### src/rtl/bytecode_prefetch_pkg.sv
// Shared machine constants and bundles for the bytecode prefetch unit.
// Prefetch FSM state encoding plus the FIFO control bundle.
package bytecode_prefetch_pkg;

  localparam int PF_STATE_W = 2;

  typedef enum logic [PF_STATE_W-1:0] {
    PF_IDLE  = 2'd0,
    PF_FETCH = 2'd1,
    PF_FLUSH = 2'd2
  } pf_state_e;

  typedef struct packed {
    logic push;
    logic pop;
    logic flush;
  } fifo_ctl_t;

endpackage

### src/rtl/bytecode_prefetch_fifo.sv
// Small synchronous byte FIFO for prefetched bytecode.
// Flush dominates push/pop; head reads 0 when empty.
module prefetch_fifo #(
  parameter  int DEPTH = 4,
  localparam int PTR_W = $clog2(DEPTH),
  localparam int CNT_W = PTR_W + 1
) (
  input  logic             clk,
  input  logic             reset,
  input  logic             push,
  input  logic             pop,
  input  logic             flush,
  input  logic [7:0]       din,
  output logic [7:0]       dout,
  output logic [CNT_W-1:0] count
);

  logic [7:0]       mem [DEPTH];
  logic [PTR_W-1:0] rptr;
  logic [PTR_W-1:0] wptr;
  logic             empty;
  logic             full;
  logic             push_ok;
  logic             pop_ok;

  assign empty   = (count == '0);
  assign full    = (count == CNT_W'(DEPTH));
  assign push_ok = push & ~full & ~flush;
  assign pop_ok  = pop & ~empty & ~flush;
  assign dout    = empty ? 8'h00 : mem[rptr];

  always_ff @(posedge clk or negedge reset) begin
    if (!reset) begin
      rptr  <= '0;
      wptr  <= '0;
      count <= '0;
    end else if (flush) begin
      rptr  <= '0;
      wptr  <= '0;
      count <= '0;
    end else begin
      if (push_ok) wptr <= wptr + PTR_W'(1);
      if (pop_ok)  rptr <= rptr + PTR_W'(1);
      if (push_ok && !pop_ok)
        count <= count + CNT_W'(1);
      else if (pop_ok && !push_ok)
        count <= count - CNT_W'(1);
    end
  end

  // Storage needs no reset: reads are masked while empty.
  always_ff @(posedge clk) begin
    if (push_ok) mem[wptr] <= din;
  end

endmodule

### src/rtl/bytecode_prefetch.sv
// Bytecode prefetch stage: owns the bytecode PC, fetches over req/ack
// into a small FIFO and presents one byte at a time to the sequencer.
module bytecode_prefetch
  import bytecode_prefetch_pkg::*;
#(
  parameter int ADDR_W = 16,
  parameter int DEPTH  = 4
) (
  input  logic              clk,
  input  logic              reset,
  input  logic              start,
  input  logic [ADDR_W-1:0] start_pc,
  input  logic              redirect,
  input  logic [ADDR_W-1:0] redirect_pc,
  input  logic              consume,
  output logic [7:0]        iram_data,
  output logic              waiting,
  output logic [ADDR_W-1:0] byte_pc,
  output logic              mem_req,
  output logic [ADDR_W-1:0] mem_addr,
  input  logic              mem_ack,
  input  logic [7:0]        mem_rdata,
  output logic              active
);

  localparam int CNT_W = $clog2(DEPTH) + 1;

  pf_state_e         state_q;
  pf_state_e         state_d;
  logic [ADDR_W-1:0] fetch_pc;
  logic [ADDR_W-1:0] fetch_d;
  logic [ADDR_W-1:0] byte_d;
  logic [ADDR_W-1:0] pend_pc;
  logic [ADDR_W-1:0] pend_d;
  logic [CNT_W-1:0]  fifo_count;
  logic              fifo_full;
  logic              xfer;
  fifo_ctl_t         ctl;

  assign fifo_full = (fifo_count == CNT_W'(DEPTH));
  assign waiting   = (fifo_count == '0);
  assign active    = (state_q != PF_IDLE);
  assign mem_addr  = fetch_pc;
  assign xfer      = mem_req & mem_ack;

  // FLUSH keeps the abandoned request alive until the memory acks it.
  assign mem_req = ((state_q == PF_FETCH) && !fifo_full) ||
                   (state_q == PF_FLUSH);

  always_comb begin
    state_d = state_q;
    fetch_d = fetch_pc;
    byte_d  = byte_pc;
    pend_d  = pend_pc;
    ctl     = '0;
    unique case (state_q)
      PF_IDLE: begin
        if (start) begin
          state_d   = PF_FETCH;
          fetch_d   = start_pc;
          byte_d    = start_pc;
          ctl.flush = 1'b1;
        end
      end
      PF_FETCH: begin
        if (redirect) begin
          ctl.flush = 1'b1;
          byte_d    = redirect_pc;
          if (!mem_req || mem_ack) begin
            fetch_d = redirect_pc;
          end else begin
            pend_d  = redirect_pc;
            state_d = PF_FLUSH;
          end
        end else begin
          if (xfer) begin
            ctl.push = 1'b1;
            fetch_d  = fetch_pc + ADDR_W'(1);
          end
          if (consume && !waiting) begin
            ctl.pop = 1'b1;
            byte_d  = byte_pc + ADDR_W'(1);
          end
        end
      end
      PF_FLUSH: begin
        if (redirect) begin
          ctl.flush = 1'b1;
          byte_d    = redirect_pc;
          if (mem_ack) begin
            fetch_d = redirect_pc;
            state_d = PF_FETCH;
          end else begin
            pend_d  = redirect_pc;
          end
        end else if (mem_ack) begin
          fetch_d = pend_pc;
          state_d = PF_FETCH;
        end
      end
      default: state_d = PF_IDLE;
    endcase
  end

  always_ff @(posedge clk or negedge reset) begin
    if (!reset) begin
      state_q  <= PF_IDLE;
      fetch_pc <= '0;
      byte_pc  <= '0;
      pend_pc  <= '0;
    end else begin
      state_q  <= state_d;
      fetch_pc <= fetch_d;
      byte_pc  <= byte_d;
      pend_pc  <= pend_d;
    end
  end

  prefetch_fifo #(
    .DEPTH (DEPTH)
  ) u_fifo (
    .clk   (clk),
    .reset (reset),
    .push  (ctl.push),
    .pop   (ctl.pop),
    .flush (ctl.flush),
    .din   (mem_rdata),
    .dout  (iram_data),
    .count (fifo_count)
  );

endmodule

### config.mk
export PLATFORM = sky130hd
export DESIGN_NAME = bytecode_prefetch
export DESIGN_NICKNAME = d
export VERILOG_FILES = /design/src/rtl/bytecode_prefetch_pkg.sv /design/src/rtl/bytecode_prefetch_fifo.sv /design/src/rtl/bytecode_prefetch.sv
export SDC_FILE = /design/constraint.sdc
export NUM_CORES = 1
export LEC_CHECK = 0
export ABC_AREA = 1
export CORE_MARGIN = 1.5
export CORE_UTILIZATION = 49
export CTS_CLUSTER_DIAMETER = 150
export DETAILED_ROUTE_END_ITERATION = 8
export GPL_TIMING_DRIVEN = 0
export PLACE_DENSITY = 0.85
export RECOVER_POWER = 25
export SETUP_SLACK_MARGIN = 0.1
export SLEW_MARGIN = 20
export SYNTH_ARGS = -nofsm -noshare
export SYNTH_HDL_FRONTEND = slang
export SYNTH_SLANG_ARGS = --single-unit
### constraint.sdc
create_clock -name clk -period 2.25 [get_ports clk]
set_input_delay 0.45 -clock clk [delete_from_list [all_inputs] [get_ports clk]]
set_output_delay 0.45 -clock clk [all_outputs]
set_load 0.01 [all_outputs]
# After elaboration in Yosys (flattened, before gate mapping)
# Memory sizes are Yosys's and may differ from the RTL's.
# Index checks and enable logic that the tools add are counted.
# W data, S select, Z words.
# op_classes
reduce_logical	24
bitwise	8
mux	39
n_eq_ne	12
n_addsub	6
# op_table
operator	count
$mux W16	14
$pmux W16 S3	2
$add A16 B1 Y16 const B	2
$pmux W16 S2	1
$mux W2	10
$ne A2 B2 Y1 const B	6
$reduce_and A5 Y1	2
$mux W3	3
$mux W8	1
$reduce_and A4 Y1	2
$reduce_bool A2 Y1	4
$mux W1	6
$ne A3 B2 Y1 const B	2
$pmux W2 S3	1
$reduce_bool A3 Y1	2
$and A1 B1 Y1	5
$logic_not A1 Y1	5
$add A2 B1 Y2 const B	2
$logic_and A1 B1 Y1	4
$add A3 B1 Y3 const B	1
$eq A3 B3 Y1 const B	1
$logic_not A3 Y1	1
$ne A3 B3 Y1 const B	1
$not A1 Y1	3
7 further kinds	8
# totals
ff_bits	57
n_memories	1
input_bits	46
mem_bits_rw	32
output_inout_bits	43
# memory_table
memory	words	width	rd	rd_clocked_by_memory_dff	write_ports	line_no	source
u_fifo.mem	4	8	1	0	1	bytecode_prefetch_fifo.sv:18	logic [7:0] mem [DEPTH];

# Longest topological paths before layout
# depth
depth_word	15
depth_mapped	13
depth_no_buf	12

# Hierarchy
# From an unflattened synthesis, not the netlist that was laid out.
# hier_totals
cells_unflattened	765
area_unflattened_um2	5614.1
# modules_own_cells
mod	cells_each	seq_area_each_um2	area_per_inst_um2	instances
bytecode_prefetch	599	1251.2	3817.4	1
prefetch_fifo	166	1136.1	1796.7	1

# Least setup slack after synthesis
# OpenSTA, ideal clock, no wires.
# synth_timing
path_kind	flip-flop to flip-flop
from	reg state_q[0]
to	reg u_fifo.count[2]
arrival_ps	2211
required_ps	2130
slack_ps	-81
path_stages_with_launch	14
period_less_slack_ps	2331
n_path_buf	1
setup_time_ps	120
path_cell_list	dfrtp_1 -> inv_1 -> ha_1 -> buf_2 -> inv_2 -> o22ai_1 -> nand2_1 -> inv_1 -> nor2_2 -> ha_1 -> fa_1 -> xnor2_1 -> o21ai_0 -> inv_1
# synth_via
elab_chain_len	12
# synth_lines
item	line_no	source
from (decl)	bytecode_prefetch.sv:28	pf_state_e state_q;
from (signal assigned)	bytecode_prefetch.sv:112	state_q <= state_d;
$eq A2 B1 Y1	bytecode_prefetch.sv:47, bytecode_prefetch.sv:56	
$logic_and A1 B1 Y1	bytecode_prefetch.sv:47	assign mem_req = ((state_q == PF_FETCH) && !fifo_full) ||
$logic_or A1 B1 Y1	bytecode_prefetch.sv:47	
$and A1 B1 Y1	bytecode_prefetch.sv:44	assign xfer = mem_req & mem_ack;
$mux W1	bytecode_prefetch.sv:76	if (xfer) begin
$mux W2	bytecode_prefetch.sv:66	if (redirect) begin
$mux W2	bytecode_prefetch.sv:56	unique case (state_q)
$and A1 B1 Y1 (2 in series)	bytecode_prefetch_fifo.sv:28	assign push_ok = push & ~full & ~flush;
$logic_and A1 B1 Y1 or $logic_not A1 Y1 (tied branches)	bytecode_prefetch_fifo.sv:44, bytecode_prefetch_fifo.sv:46	
$mux W3 or $logic_and A1 B1 Y1 (tied branches)	bytecode_prefetch_fifo.sv:44, bytecode_prefetch_fifo.sv:46	
$mux W3 or $reduce_bool A3 Y1 (tied branches)	--	
to (signal assigned)	bytecode_prefetch_fifo.sv:45	count <= count + CNT_W'(1);
to (signal assigned)	bytecode_prefetch_fifo.sv:47	count <= count - CNT_W'(1);
to (decl)	bytecode_prefetch_fifo.sv:15	output logic [CNT_W-1:0] count
# Several ways; a longest one is shown, not always the timed one.
# A chain may end at the register's enable or synchronous reset.

# Final worst setup path
# layout_timing
from	in redirect
to	reg u_fifo.count[1]
# layout_via
elab_chain_len	8
# layout_lines
item	line_no	source
from (decl)	bytecode_prefetch.sv:13	input logic redirect,
$mux W1 or $mux W2 (tied branches)	bytecode_prefetch.sv:66, bytecode_prefetch.sv:87	
$pmux W1 S2 or $mux W2 (tied branches)	bytecode_prefetch.sv:56	
$not A1 Y1 or $and A1 B1 Y1 (tied branches)	bytecode_prefetch_fifo.sv:28, bytecode_prefetch_fifo.sv:29	
$and A1 B1 Y1	bytecode_prefetch_fifo.sv:29	assign pop_ok = pop & ~empty & ~flush;
$logic_not A1 Y1	bytecode_prefetch_fifo.sv:44	if (push_ok && !pop_ok)
$logic_and A1 B1 Y1	bytecode_prefetch_fifo.sv:44	
$mux W3	bytecode_prefetch_fifo.sv:44	
$mux W3	bytecode_prefetch_fifo.sv:37	end else if (flush) begin
# Several ways; a longest one is shown, not always the timed one.

==> impl_metrics.env <==
export IMPL_fin_worst_skew_ns=0.0177
export IMPL_worst_pin_slew_ns=0.720
export IMPL_ff2ff_path_depth=13
export IMPL_use_met2=0.460
export IMPL_critPathMaxFanout=5
export IMPL_setup_viol=1
export IMPL_clk_latency_ns=0.35
export IMPL_cp_endpoint="u_fifo.count[1]$_DFFE_PN0P_"
export IMPL_drtIter0Drc=794
export IMPL_pre_cts_ws_ns=-0.576
export IMPL_hp_class="reg2reg"
export IMPL_wire_per_inst_um=16.6
export IMPL_synth_edff_count=32
export IMPL_vias=5722
export IMPL_final_common_cell="nand2_1"
export IMPL_synth_warnings=0
export IMPL_hold_ws_ns=0.490
export IMPL_grt_use_met1=0.393
export IMPL_cts_root_buffer="clkbuf_16"
export IMPL_core_area_mm2=0.0109
export IMPL_io_pins=89
export IMPL_hold_viol_final=0
export IMPL_ys_seq_area_frac=0.430
export IMPL_wirelength_um=16900
export IMPL_slew_headroom=0.520
export IMPL_required_ns=2.50
export IMPL_r2r_start="state_q[1]$_DFFE_PN0P_"
export IMPL_cpLargestDelayFamily="buffers and inverters"
export IMPL_grt_ovfl_total=0
export IMPL_grt_busiest_layer="met2"
export IMPL_tns_ns=-0.0931
export IMPL_drc=0
export IMPL_worst_slack_ns=-0.0931
export IMPL_gp_congestion=0.937
export IMPL_clockBufferDepth=2
export IMPL_cts_tree="done"
export IMPL_netlist_area_mm2=0.00555
export IMPL_crit_type="in2reg"
export IMPL_drv_cap=0
export IMPL_grt_pass1_vias=5246
export IMPL_cts_htree_levels=3
export IMPL_cts_sinks=89
export IMPL_clk_pin_slew_worst_paths_ns=0.08
export IMPL_leakage_nw=3.26
export IMPL_crit_start="redirect"
export IMPL_ant_nets=0
export IMPL_final_max_slew_viol_count=0
export IMPL_power_mw=10.3
export IMPL_met3_usage=0.0557
export IMPL_fmax_mhz=427
export IMPL_critPathCaptureType="register"
export IMPL_cp_cell_sequence="clkdlybuf4s50_1 -> inv_1 -> o22ai_4 -> nand2_4 -> inv_4 -> nor2_4 -> ha_4 -> fa_2 -> o21ai_2 -> nand2_1 -> inv_1"
export IMPL_n_antenna_cell=0
export IMPL_r2r_end="u_fifo.count[1]$_DFFE_PN0P_"
export IMPL_ys_flop_type="dfrtp_1"
export IMPL_areaGrowthSynthToFinish_pct=29.3
export IMPL_path_common_cell="inv_1"
export IMPL_ys_ff_latch=89
export IMPL_final_cell_mix="nand2_1 (172), nor2_1 (120), o21ai_0 (81)"
export IMPL_first_pass_iters=7
export IMPL_ir_drop_mv=0.810
export IMPL_drive_gt1_frac=0.141
export IMPL_critPathBufInv=4
export IMPL_start_util=0.508
export IMPL_cts_buffers=9
export IMPL_n_fill_cell=886
export IMPL_grt_pass1_wl_um=26400
export IMPL_dieArea_mm2=0.0120
export IMPL_syn_avg_cell_area_um2=7.28
export IMPL_grt_usage=0.289
export IMPL_synthDistinctLibCells=41
export IMPL_chipWidth_um=109
export IMPL_cpMaxStageDelayCell="clkdlybuf4s50_1"
export IMPL_via_per_inst=5.60
export IMPL_status="finished, violations left"
export IMPL_nets=935
export IMPL_row_count=38
export IMPL_min_period_ns=2.34
export IMPL_grt_max_degree=50
export IMPL_port_buffers=88
export IMPL_antenna_found_initial=0
export IMPL_synth_nets=821
export IMPL_cellPowerDensity_mw_per_mm2=1430
export IMPL_die_h_um=109
export IMPL_netlist_instances=763
export IMPL_final_period_utilization=1.04
export IMPL_rsz0062_at_grt="yes"
export IMPL_violations="setup timing"
export IMPL_async_reset_ff_frac=0.640
export IMPL_arrival_ns=2.59
export IMPL_dp_hpwl_um=11600
export IMPL_max_stage_delay_ns=0.59
export IMPL_worst_path_stages=11
export IMPL_r2r_slack_ns=-0.05
export IMPL_critPathLaunchType="primary input"
[metrics by stage]
step                instance area (µm²)  std cells  utilization
floorplan                          5590        763            -
global placement                   6650        991        0.608
detailed placement                 6680        992        0.610
CTS                                7150       1017        0.654
global route                       7180       1022        0.657
finish                             7180       1022        0.657
[worst min path at each step]
stage / slack [ns] / startpoint / to / cells after the start
3_3_place_gp: 0.46 / pend_pc[6]$_DFFE_PN0P_ / pend_pc[6]$_DFFE_PN0P_ / 2
6_report: 0.49 / pend_pc[7]$_DFFE_PN0P_ / pend_pc[7]$_DFFE_PN0P_ / 2
5_1_grt: 0.50 / pend_pc[2]$_DFFE_PN0P_ / pend_pc[2]$_DFFE_PN0P_ / 2
3_5_place_dp: 0.30 / reset / u_fifo.count[1]$_DFFE_PN0P_ / 1
2_1_floorplan: 0.15 / reset / byte_pc[0]$_DFFE_PN0P_ / 0
4_1_cts: 0.47 / reset / u_fifo.count[1]$_DFFE_PN0P_ / 2
[flip-flops by register name (all words and copies together), names as in the netlist]
| register | cells |
|---|---|
| u_fifo.mem | 32 |
| byte_pc | 16 |
| mem_addr | 16 |
| pend_pc | 16 |
| u_fifo.count | 3 |
| state_q | 2 |
| u_fifo.rptr | 2 |
| u_fifo.wptr | 2 |
[cells in the mapped netlist, types with 10 or more instances]
library cell	n	area share
edfxtp_1	32	0.17
inv_1	82	0.055
ha_1	11	0.025
o21ai_0	83	0.075
nand2_1	174	0.12
nand3_1	37	0.033
buf_2	17	0.015
nor2_2	13	0.015
nor2_1	125	0.084
dfrtp_1	57	0.26
a21oi_1	59	0.053
a21oi_2	10	0.016
[power breakdown]
| group | switching [mW] | leakage (nW) | internal [mW] |
|---|---|---|---|
| logic | 3.53 | 2.12 | 2.42 |
| clock network | 0.755 | 0.150 | 0.795 |
| registers | 0.580 | 0.988 | 2.21 |
[layout make-up]
| type | instances | area (µm²) | share of cell area |
|---|---|---|---|
| plain buffers | 31 | 223 | 0.0310 |
| multi-input cells | 551 | 2760 | 0.384 |
| clock inverters | 7 | 81.3 | 0.0113 |
| flip-flops and latches | 89 | 2390 | 0.333 |
| well taps | 140 | 175 | 0.0244 |
| clock buffers | 9 | 225 | 0.0314 |
| inverters | 92 | 375 | 0.0523 |
| repair buffers | 103 | 953 | 0.133 |
[worst register-to-register path, delay by kind of cell (launching register included)]
kind                       cells  cell delay (ns)
DFF                            1             0.42
adders and majority gates      3             0.94
AOI/OAI and AO/OA              2             0.22
buffers and inverters          5             0.37
and+or+nand+nor                3             0.24
[kinds of logic (layout without fill, tap and decap cells)]
family / after synthesis / after routing / synth area share
compound gates: 168 / 168 / 0.164
xor+xnor: 4 / 4 / 0.00631
fa+ha+maj: 12 / 12 / 0.0284
buf+inv: 123 / 242 / 0.0973
flops: 89 / 89 / 0.430
simple gates: 367 / 367 / 0.274
[layer usage]
metal  routed length, µm  share of wire  vias up
li1                    -              -     2704
met1                6860           0.41     2616
met2                7920           0.47      343
met3                1650          0.098       59
met4                 494          0.029        0
met5                   0              0        -
[what timing repair did]
item / 4_1_cts / 5_1_grt
setup buffers: 8 / 5
resized for setup: 39 / 28
setup endpoints to repair: 45 / 46
hold buffers: 1 / 0
endpoints found under the hold margin: 8 / 0
cloned: 0 / 0
pin swaps: 6 / 4
Note: power is estimated with default switching activity, not from simulation.
